## config.mk

```make
export PLATFORM = sky130hd
export DESIGN_NAME = int_closest_hit
export DESIGN_NICKNAME = d
export VERILOG_FILES = /design/src/rtl/int_closest_hit.sv
export SDC_FILE = /design/constraint.sdc
export NUM_CORES = 2
export LEC_CHECK = 0
export BUFFER_PORTS_ARGS = -buffer_cell sky130_fd_sc_hd__buf_4
export CAP_MARGIN = 0
export CELL_PAD_IN_SITES_DETAIL_PLACEMENT = 0
export CELL_PAD_IN_SITES_GLOBAL_PLACEMENT = 1
export CORE_MARGIN = 2
export CORE_UTILIZATION = 28
export CTS_CLUSTER_DIAMETER = 50
export DETAILED_ROUTE_END_ITERATION = 10
export HOLD_SLACK_MARGIN = 0.06
export PLACE_DENSITY_LB_ADDON = 0.1
export SLEW_MARGIN = 10
export SYNTH_ARGS = -nofsm -noshare
export SYNTH_HDL_FRONTEND = slang
export SYNTH_SLANG_ARGS = --single-unit
```

## constraint.sdc

```tcl
create_clock -name clk -period 26.9 [get_ports clk]
set_input_delay 8.07 -clock clk [delete_from_list [all_inputs] [get_ports clk]]
set_output_delay 8.07 -clock clk [all_outputs]
set_load 0.02 [all_outputs]
```

## src/rtl/int_closest_hit.sv

```systemverilog
// -----------------------------------------------------------------------------
// int_closest_hit
//
// Purpose
//   Reduces a stream of ray/triangle intersection results to one nearest-hit
//   record per ray. Each ray owns a slot (selected by in_ray_id). The slot
//   holds the best candidate seen so far. The beat flagged in_last merges
//   its candidate with the slot and pushes the result into a
//   first-word-fall-through output FIFO. Beats of different rays may
//   interleave freely.
//
// Optional feature (compile-time macro INT_SHADOW_EN)
//   Adds the in_shadow input. A shadow ray only counts hits with t < 1.0
//   (hit & t_int_lt1). It reports on its first qualifying hit and drops the
//   rest of its beats. When the macro is undefined, in_shadow does not exist,
//   t_int_lt1 is ignored, and every ray is a nearest-hit ray.
//
// Ports
//   clk, rst          clock; asynchronous active-high reset
//   in_valid/in_ready input handshake (in_ready = !fifo_full)
//   in_ray_id         ray slot tag
//   in_tri_id         triangle tested by this beat
//   in_last           final triangle for this ray
//   hit, t_int, uv    intersection result (t_int is IEEE-754 single, positive)
//   t_int_lt1         t_int < 1.0 (used only by shadow rays)
//   in_shadow         shadow-ray flag (INT_SHADOW_EN builds only)
//   out_valid/out_ready  output handshake (FWFT FIFO head)
//   out_ray_id, out_hit, out_tri_id, out_t_int, out_uv  nearest-hit result
// -----------------------------------------------------------------------------
module int_closest_hit #(
  parameter int NUM_RAYS = 8,
  parameter int TRI_ID_W = 16
) (
  input  logic                        clk,
  input  logic                        rst,
  input  logic                        in_valid,
  output logic                        in_ready,
  input  logic [$clog2(NUM_RAYS)-1:0] in_ray_id,
  input  logic [TRI_ID_W-1:0]         in_tri_id,
  input  logic                        in_last,
  input  logic                        hit,
  input  logic [31:0]                 t_int,
  input  logic [63:0]                 uv,
  input  logic                        t_int_lt1,
`ifdef INT_SHADOW_EN
  input  logic                        in_shadow,
`endif
  output logic                        out_valid,
  input  logic                        out_ready,
  output logic [$clog2(NUM_RAYS)-1:0] out_ray_id,
  output logic                        out_hit,
  output logic [TRI_ID_W-1:0]         out_tri_id,
  output logic [31:0]                 out_t_int,
  output logic [63:0]                 out_uv
);

  localparam int RID_W = $clog2(NUM_RAYS);
  localparam int CNT_W = $clog2(NUM_RAYS + 1);
  // +infinity: the "no hit" distance, and larger than any finite positive t.
  localparam logic [31:0] T_INF = 32'h7F80_0000;

  // Positive IEEE-754 singles order the same way as their magnitude bits
  // taken as unsigned integers, so no float compare is needed.
  function automatic logic t_closer(input logic [30:0] cand_mag,
                                    input logic [30:0] best_mag);
    return cand_mag < best_mag;
  endfunction

  // The FIFO pointers wrap at NUM_RAYS, which need not be a power of two.
  function automatic logic [RID_W-1:0] ptr_inc(input logic [RID_W-1:0] p);
    return (p == RID_W'(NUM_RAYS - 1)) ? '0 : p + RID_W'(1);
  endfunction

  // ---------------------------------------------------------------------------
  // Slot state. The control bits are reset. The best-candidate data is not
  // reset, because it is only read while the slot is active.
  // ---------------------------------------------------------------------------
  logic [NUM_RAYS-1:0] active_q, active_d;
  logic                best_hit_q [NUM_RAYS];
  logic [31:0]         best_t_q   [NUM_RAYS];
  logic [TRI_ID_W-1:0] best_tri_q [NUM_RAYS];
  logic [63:0]         best_uv_q  [NUM_RAYS];

  logic accept;
  logic qual_hit;   // the beat counts as a hit for this ray's kind
  logic early;      // shadow ray found an occluder: report now
  logic slot_act;
  logic slot_done;
  logic take;       // the candidate beats the slot's current best
  logic push;
  logic pop;
  logic slot_we;

  logic                m_hit;
  logic [31:0]         m_t;
  logic [TRI_ID_W-1:0] m_tri;
  logic [63:0]         m_uv;

  // FIFO state
  logic [RID_W-1:0]    wr_ptr_q, rd_ptr_q;
  logic [CNT_W-1:0]    count_q, count_d;
  logic                full_q, full_d;
  logic [RID_W-1:0]    fifo_rid_q [NUM_RAYS];
  logic                fifo_hit_q [NUM_RAYS];
  logic [TRI_ID_W-1:0] fifo_tri_q [NUM_RAYS];
  logic [31:0]         fifo_t_q   [NUM_RAYS];
  logic [63:0]         fifo_uv_q  [NUM_RAYS];

  // in_ready comes from the registered full flag. A full FIFO therefore
  // never sees a push in the cycle it pops.
  assign in_ready  = !full_q;
  assign out_valid = (count_q != '0);
  assign accept    = in_valid & in_ready;
  assign pop       = out_valid & out_ready;
  assign slot_act  = active_q[in_ray_id];

`ifdef INT_SHADOW_EN
  logic [NUM_RAYS-1:0] done_q, done_d;

  assign qual_hit  = hit & (!in_shadow | t_int_lt1);
  assign early     = in_shadow & qual_hit;
  assign slot_done = done_q[in_ray_id];
`else
  logic unused_t_int_lt1;

  assign unused_t_int_lt1 = t_int_lt1;
  assign qual_hit  = hit;
  assign early     = 1'b0;
  assign slot_done = 1'b0;
`endif

  // ---------------------------------------------------------------------------
  // Merge of the incoming beat with the slot's best. An inactive slot acts
  // as an empty "miss" record, so a first beat and a single-beat ray use
  // the same path. A strict less-than keeps the earlier triangle when the
  // distances are equal.
  // ---------------------------------------------------------------------------
  always_comb begin
    take  = qual_hit & (!slot_act |
                        t_closer(t_int[30:0], best_t_q[in_ray_id][30:0]));
    m_hit = 1'b0;
    m_t   = T_INF;
    m_tri = '0;
    m_uv  = '0;
    if (take) begin
      m_hit = 1'b1;
      m_t   = t_int;
      m_tri = in_tri_id;
      m_uv  = uv;
    end else if (slot_act) begin
      m_hit = best_hit_q[in_ray_id];
      m_t   = best_t_q[in_ray_id];
      m_tri = best_tri_q[in_ray_id];
      m_uv  = best_uv_q[in_ray_id];
    end
  end

  // A finished shadow slot swallows beats, and its in_last only frees it.
  assign push    = accept & !slot_done & (in_last | early);
  assign slot_we = accept & !slot_done & !in_last;

  always_comb begin
    active_d = active_q;
`ifdef INT_SHADOW_EN
    done_d   = done_q;
`endif
    if (accept) begin
      if (in_last) begin
        active_d[in_ray_id] = 1'b0;
`ifdef INT_SHADOW_EN
        done_d[in_ray_id]   = 1'b0;
`endif
      end else begin
        active_d[in_ray_id] = 1'b1;
`ifdef INT_SHADOW_EN
        if (early) begin
          done_d[in_ray_id] = 1'b1;
        end
`endif
      end
    end
  end

  always_ff @(posedge clk or posedge rst) begin
    if (rst) begin
      active_q <= '0;
    end else begin
      active_q <= active_d;
    end
  end

`ifdef INT_SHADOW_EN
  always_ff @(posedge clk or posedge rst) begin
    if (rst) begin
      done_q <= '0;
    end else begin
      done_q <= done_d;
    end
  end
`endif

  always_ff @(posedge clk) begin
    if (slot_we) begin
      best_hit_q[in_ray_id] <= m_hit;
      best_t_q[in_ray_id]   <= m_t;
      best_tri_q[in_ray_id] <= m_tri;
      best_uv_q[in_ray_id]  <= m_uv;
    end
  end

  // ---------------------------------------------------------------------------
  // Output FIFO (registered storage, head shown combinationally)
  // ---------------------------------------------------------------------------
  always_comb begin
    count_d = count_q + CNT_W'(push) - CNT_W'(pop);
    full_d  = (count_d == CNT_W'(NUM_RAYS));
  end

  always_ff @(posedge clk or posedge rst) begin
    if (rst) begin
      wr_ptr_q <= '0;
      rd_ptr_q <= '0;
      count_q  <= '0;
      full_q   <= 1'b0;
    end else begin
      if (push) begin
        wr_ptr_q <= ptr_inc(wr_ptr_q);
      end
      if (pop) begin
        rd_ptr_q <= ptr_inc(rd_ptr_q);
      end
      count_q <= count_d;
      full_q  <= full_d;
    end
  end

  always_ff @(posedge clk) begin
    if (push) begin
      fifo_rid_q[wr_ptr_q] <= in_ray_id;
      fifo_hit_q[wr_ptr_q] <= m_hit;
      fifo_tri_q[wr_ptr_q] <= m_tri;
      fifo_t_q[wr_ptr_q]   <= m_t;
      fifo_uv_q[wr_ptr_q]  <= m_uv;
    end
  end

  // Outputs are forced to zero while the FIFO is empty. The FIFO storage
  // has no reset, so this gating is what makes the outputs zero during and
  // after reset.
  always_comb begin
    out_ray_id = '0;
    out_hit    = 1'b0;
    out_tri_id = '0;
    out_t_int  = '0;
    out_uv     = '0;
    if (out_valid) begin
      out_ray_id = fifo_rid_q[rd_ptr_q];
      out_hit    = fifo_hit_q[rd_ptr_q];
      out_tri_id = fifo_tri_q[rd_ptr_q];
      out_t_int  = fifo_t_q[rd_ptr_q];
      out_uv     = fifo_uv_q[rd_ptr_q];
    end
  end

endmodule

```

# Word-level counts from Yosys, hierarchy flattened
# Memories as Yosys holds them, arrays and structs flattened.
# Cells that the tools add are included.
# Widths: inputs -> output; s select.
[op_classes]
addsub = 4
n_lt_le_gt_ge = 3
eq_ne = 3
mux = 24
bitwise_logic = 9
n_reduce_logical = 5
[op_table]
columns = ["cell", "n"]
rows = [
  ["$mux 64", 3],
  ["$mux 32", 3],
  ["$mux 16", 3],
  ["$lt 31x31->1", 1],
  ["$mux 1", 9],
  ["$mux 3", 3],
  ["$and 8x8->8", 1],
  ["$mux 8", 1],
  ["$not 8->8", 1],
  ["$or 8x8->8", 1],
  ["$add 3x1->3 const B", 2],
  ["$eq 3x3->1 const B", 2],
  ["$and 1x1->1", 5],
  ["$add 4x1->4", 1],
  ["$eq 4x4->1 const B", 1],
  ["$lt 3x4->1 const B", 1],
  ["$reduce_bool 4->1", 1],
  ["$sub 4x1->4", 1],
  ["$bmux 1 s3", 1],
  ["$demux 1 s3", 1],
  ["$ge 3x1->1 const B", 1],
  ["$logic_not 1->1", 3],
  ["$logic_and 1x1->1", 1],
  ["$or 1x1->1", 1],
]
[word_totals]
regBits = 19
ramBits = 1832
inputBits = 122
output_inout_bits = 118
word_cells = 62
memories = 9
[mem_list]
columns = ["memory", "words", "word_bits", "read_ports", "rd_clocked_by_memory_dff", "wr", "line_no", "rtl"]
rows = [
  ["best_uv_q", 8, 64, 1, 0, 1, "82", "logic [63:0] best_uv_q [NUM_RAYS];"],
  ["fifo_uv_q", 8, 64, 1, 0, 1, "107", "logic [63:0] fifo_uv_q [NUM_RAYS];"],
  ["best_t_q", 8, 32, 1, 0, 1, "80", "logic [31:0] best_t_q [NUM_RAYS];"],
  ["fifo_t_q", 8, 32, 1, 0, 1, "106", "logic [31:0] fifo_t_q [NUM_RAYS];"],
  ["best_tri_q", 8, 16, 1, 0, 1, "81", "logic [TRI_ID_W-1:0] best_tri_q [NUM_RAYS];"],
  ["fifo_tri_q", 8, 16, 1, 0, 1, "105", "logic [TRI_ID_W-1:0] fifo_tri_q [NUM_RAYS];"],
  ["3 more memories", "--", "--", "--", "--", "--", "--", ""],
]

# Logic depth before layout (Yosys ltp)
[logic_depth]
ltp_word = 7
depth_mapped = 18
depth_no_buf = 13

# Least setup slack after synthesis
# Ideal clock, no wire load.
[synth_timing]
kind = "in2reg"
startpoint = "input in_last"
endpoint = "memory fifo_hit_q[0], enable pin"
setup_time_ns = 0.733
arrival_ns = 16.604
required_ns = 26.167
path_slack_ns = 9.563
stages = 4
path_buffers = 1
cell_sequence = "clkbuf_1 -> nand2_1 -> or2_2 -> nor3_1"
[synth_via]
elab_chain_len = 3
[synth_lines]
columns = ["item", "line_no", "rtl"]
rows = [
  ["start: declaration", "40", "input logic in_last,"],
  ["$and 1x1->1", "159", "assign push = accept & !slot_done & (in_last | early);"],
  ["$mux 1", "238", "if (push) begin"],
  ["$mux 1 (not written as such)", "240", "fifo_hit_q[wr_ptr_q] <= m_hit;"],
  ["end: declaration", "104", "logic fifo_hit_q [NUM_RAYS];"],
]
# Every way passes these cells.

# Final worst setup path
[layout_timing]
startpoint = "input in_ray_id[0]"
endpoint = "memory best_tri_q[4][15], data pin"
[layout_via]
elab_chain_len = 6
elab_cells_between_ends = 10
classes_between = "order compare: 1; mux: 4; bitwise: 2; reduce/logical: 1; memory: 2"
[layout_lines]
columns = ["item", "line_no", "rtl"]
rows = [
  ["start: declaration", "38", "input logic [$clog2(NUM_RAYS)-1:0] in_ray_id,"],
  ["branches (longest 5 deep; another with $mem_v2 8x32)", "--", ""],
  ["$mux 16 (*)", "145", "if (take) begin"],
  ["net m_tri[15]", "96", "logic [TRI_ID_W-1:0] m_tri;"],
  ["end: declaration", "81", ""],
]
# Mark *: on every way through the listed nets, which the timed path passes. The select of a mux whose other input is x is not followed.

==> run metrics <==
Worst R2R Path Depth=12; antenna violations before repair=5; placed cell count=7390; Final Non-Filler Cells=7841; Slew Viols, Final=0; Area Overhead vs Synth=19.44%; number of vias per cell=4.804; CTS tree=yes; DR iter-0 viols=2446; Routed Antenna Nets=0; Worst EP required=27.33 ns; post-synth top area share=75.26%; largest net degree at the start of global routing=102; Hold Crit Class=reg2reg; clock share of power=37.5%; Period minus WS final=14.41 ns; crit-path max FO=79; share of total power in combinational logic=22.0%; per-cell routed wire length=27.62 microns; Post-synth EDFFs=1832; Slew HR=23.90%; final core utilization=33.62%; Setup WS pre-CTS=11.33 ns; wire length on met1=97960 microns; sequential area share after synthesis=75.91%; Clock Path Buffers=3; core area=0.2597 sq mm; drt total wl=216600 microns; Yosys Warn Count=0; Final Instance Area=0.08730 sq mm; I/O Buffers=238; Most common cell on crit path=buf_4; hold slack=0.4752 ns; nets=4392; CP Cell Sequence=buf_8 > buf_4 > buf_4 > nor2_2 > buf_4 > a22oi_1 > o22ai_1 > a21oi_1 > ha_1 > o21a_1 > o21ai_0 > o211ai_2 > a21oi_1 > or2_4 > buf_4 > o22ai_1; CP Launch Point=in_ray_id[0]; CP arrival=14.84 ns; clock root cell=clkbuf_16; Finish-stage setup viols=0; Yosys reg bits=1851; hold buffer count at CTS=0; Tightest Pin Transition=1.141 ns; Worst-path clk slew=0.06 ns; Hold Crit Depth=1; RR Startpoint=best_t_q[5][21]$_DFFE_PP_; Int Power=6.095 mW; placed cell areas=0.07913 sq mm; Synth cell types=49; P_sw=2.531 mW; met2 wire len=108200 microns; share of cells above drive strength 1=24.90%; top routing layer used=met5; metal3 WL=7005 microns; Chip Width=514.9 microns; share of power burned in registers=40.6%; crit-path max cell delay=0.91 ns; Max-Cap Viols=0; H-tree depth=4; GRT Util Overall=16.19%; Fin. Hold Viols=0; boundary pin count=240; asr flop ratio synth=1.026%; RSZ-0062 raised after global routing=false; drt pass-1 iters=5; switching share of power=29.34%; setup TNS=0 ns; Synth area leaders=edfxtp_1 (75%), mux4_2 (7.2%), mux2i_1 (3.2%); Worst path slowest cell=buf_4; Worst Slack Setup Final=12.49 ns; CTS sink count=1851; largest area contributor in the netlist=edfxtp_1; Initial Utilization=28.14%; post-CTS sizing=0; Power Total=8.626 mW; Fillers=24900; RePlAce Congestion=0.6751; first-pass GRT wire length=306200 microns; commonest non-fill, non-tap cell in the layout=edfxtp_1; average size of a mapped cell=18.76 sq um; fmax=0.06940 GHz; CTS Buf Count=240; peak supply drop=0.00007010 V; PwrDens=98.80 mW/mm^2; die area=0.2652 sq mm; Crit. End Element=flop; synthesized area=0.07309 sq mm; CP startpoint kind=primary input; vias in the first global route=39870; # rows=187; crit share post-route=53.56%; Skew-Pair Late Insertion Delay=0.88 ns; Main synth FF type=edfxtp_1; kind of critical path=in2reg; Worst Skew=0.05236 ns; status=completed; Vias=37670; post-DP HPWL=114100 microns; LEAKAGE=28.79 nW; synthesized instance count=3896; Post-CTS Setup Bufs=0; DRC violations left=0; die height=514.9 microns; commonest non-fill, non-tap cells in the layout=edfxtp_1 (1832), buf_4 (330), nor2_1 (293); total gr overflow=0; syn nets=4058
registers in the layout (all words and copies together) (netlist names), named ones only:
register    flops
fifo_uv_q     512
best_uv_q     512
rd_ptr_q        3
fifo_hit_q      8
fifo_t_q      256
fifo_rid_q     24
count_q         4
best_t_q      256
best_hit_q      8
best_tri_q    128
fifo_tri_q    128
full_q          1
wr_ptr_q        3
synth_stat cells (all sizes together), types with 6 or more instances:
master  number
nand2      145
nor2       309
mux2       142
o21ai       28
dfrtp       19
nor2b        7
a211oi      30
inv         22
o22ai      133
ha          39
clkbuf     139
nand2b       6
a221oi      57
buf        111
mux2i      234
mux4       235
edfxtp    1832
a21oi      190
a22oi      128
a21o        12
o32a         8
a22o        38
routing by layer:
metal / global-route usage (%) / vias to the layer above
met5: 0 / -
li1: - / 16500
met2: 27.71 / 630
met3: 2.470 / 256
met1: 21.71 / 20290
met4: 3.293 / 2
power by group through the flow:
| stage | registers (mW) | logic, mW | clock network [mW] |
|---|---|---|---|
| 2_1_floorplan | 3.52 | 1.21 | 0 |
| 5_1_grt | 3.51 | 2.06 | 3.45 |
| 3_5_place_dp | 3.56 | 1.97 | 0 |
| 3_3_place_gp | 3.56 | 1.98 | 0 |
| 4_1_cts | 3.50 | 1.98 | 3.33 |
| 6_report | 3.50 | 1.90 | 3.23 |
worst max-delay path: cells and delay by family:
kind	cells	cell delay [ns]
buf+inv	5	2.86
compound gates	8	2.57
simple gates	2	0.84
fa+ha+maj	1	0.32
final timing paths:
path	end	slack, ns
min	flop	0.48
min reg2reg	flop	0.48
min in group asynchronous	rd_ptr_q[0]$_DFFE_PP0P_	7.40
max in group asynchronous	rd_ptr_q[1]$_DFFE_PP0P_	18.82
max reg2reg	best_tri_q[4][15]$_DFFE_PP_	21.36
max	best_tri_q[4][15]$_DFFE_PP_	12.49
cell families (layout without fill, tap and decap cells):
kind of cell             Yosys count  in the layout  synth area share, %
AO/OA/AOI/OAI                    631            631                6.486
XOR/XNOR                           2              2              0.02397
adder cells (fa/ha/maj)           40             40               0.6950
buffers and inverters            273            815                1.621
flip-flops                      1851           1851                75.91
multiplexers                     611            611                12.63
other                              0              1                    0
AND/OR/NAND/NOR                  488            488                2.628
final cells by class:
class / instances / area [sq um] / area share (%)
Antenna cell: 1 / 2.502 / 0.002866
Timing Repair Buffer: 342 / 2694 / 3.086
Inverter: 23 / 86.33 / 0.09889
Sequential cell: 1851 / 55500 / 63.57
Clock buffer: 282 / 6183 / 7.083
Clock inverter: 168 / 1959 / 2.244
Tap cell: 3402 / 4257 / 4.876
Multi-Input combinational cell: 1772 / 16620 / 19.04
No activity file was read; power rests on OpenSTA's default activity.
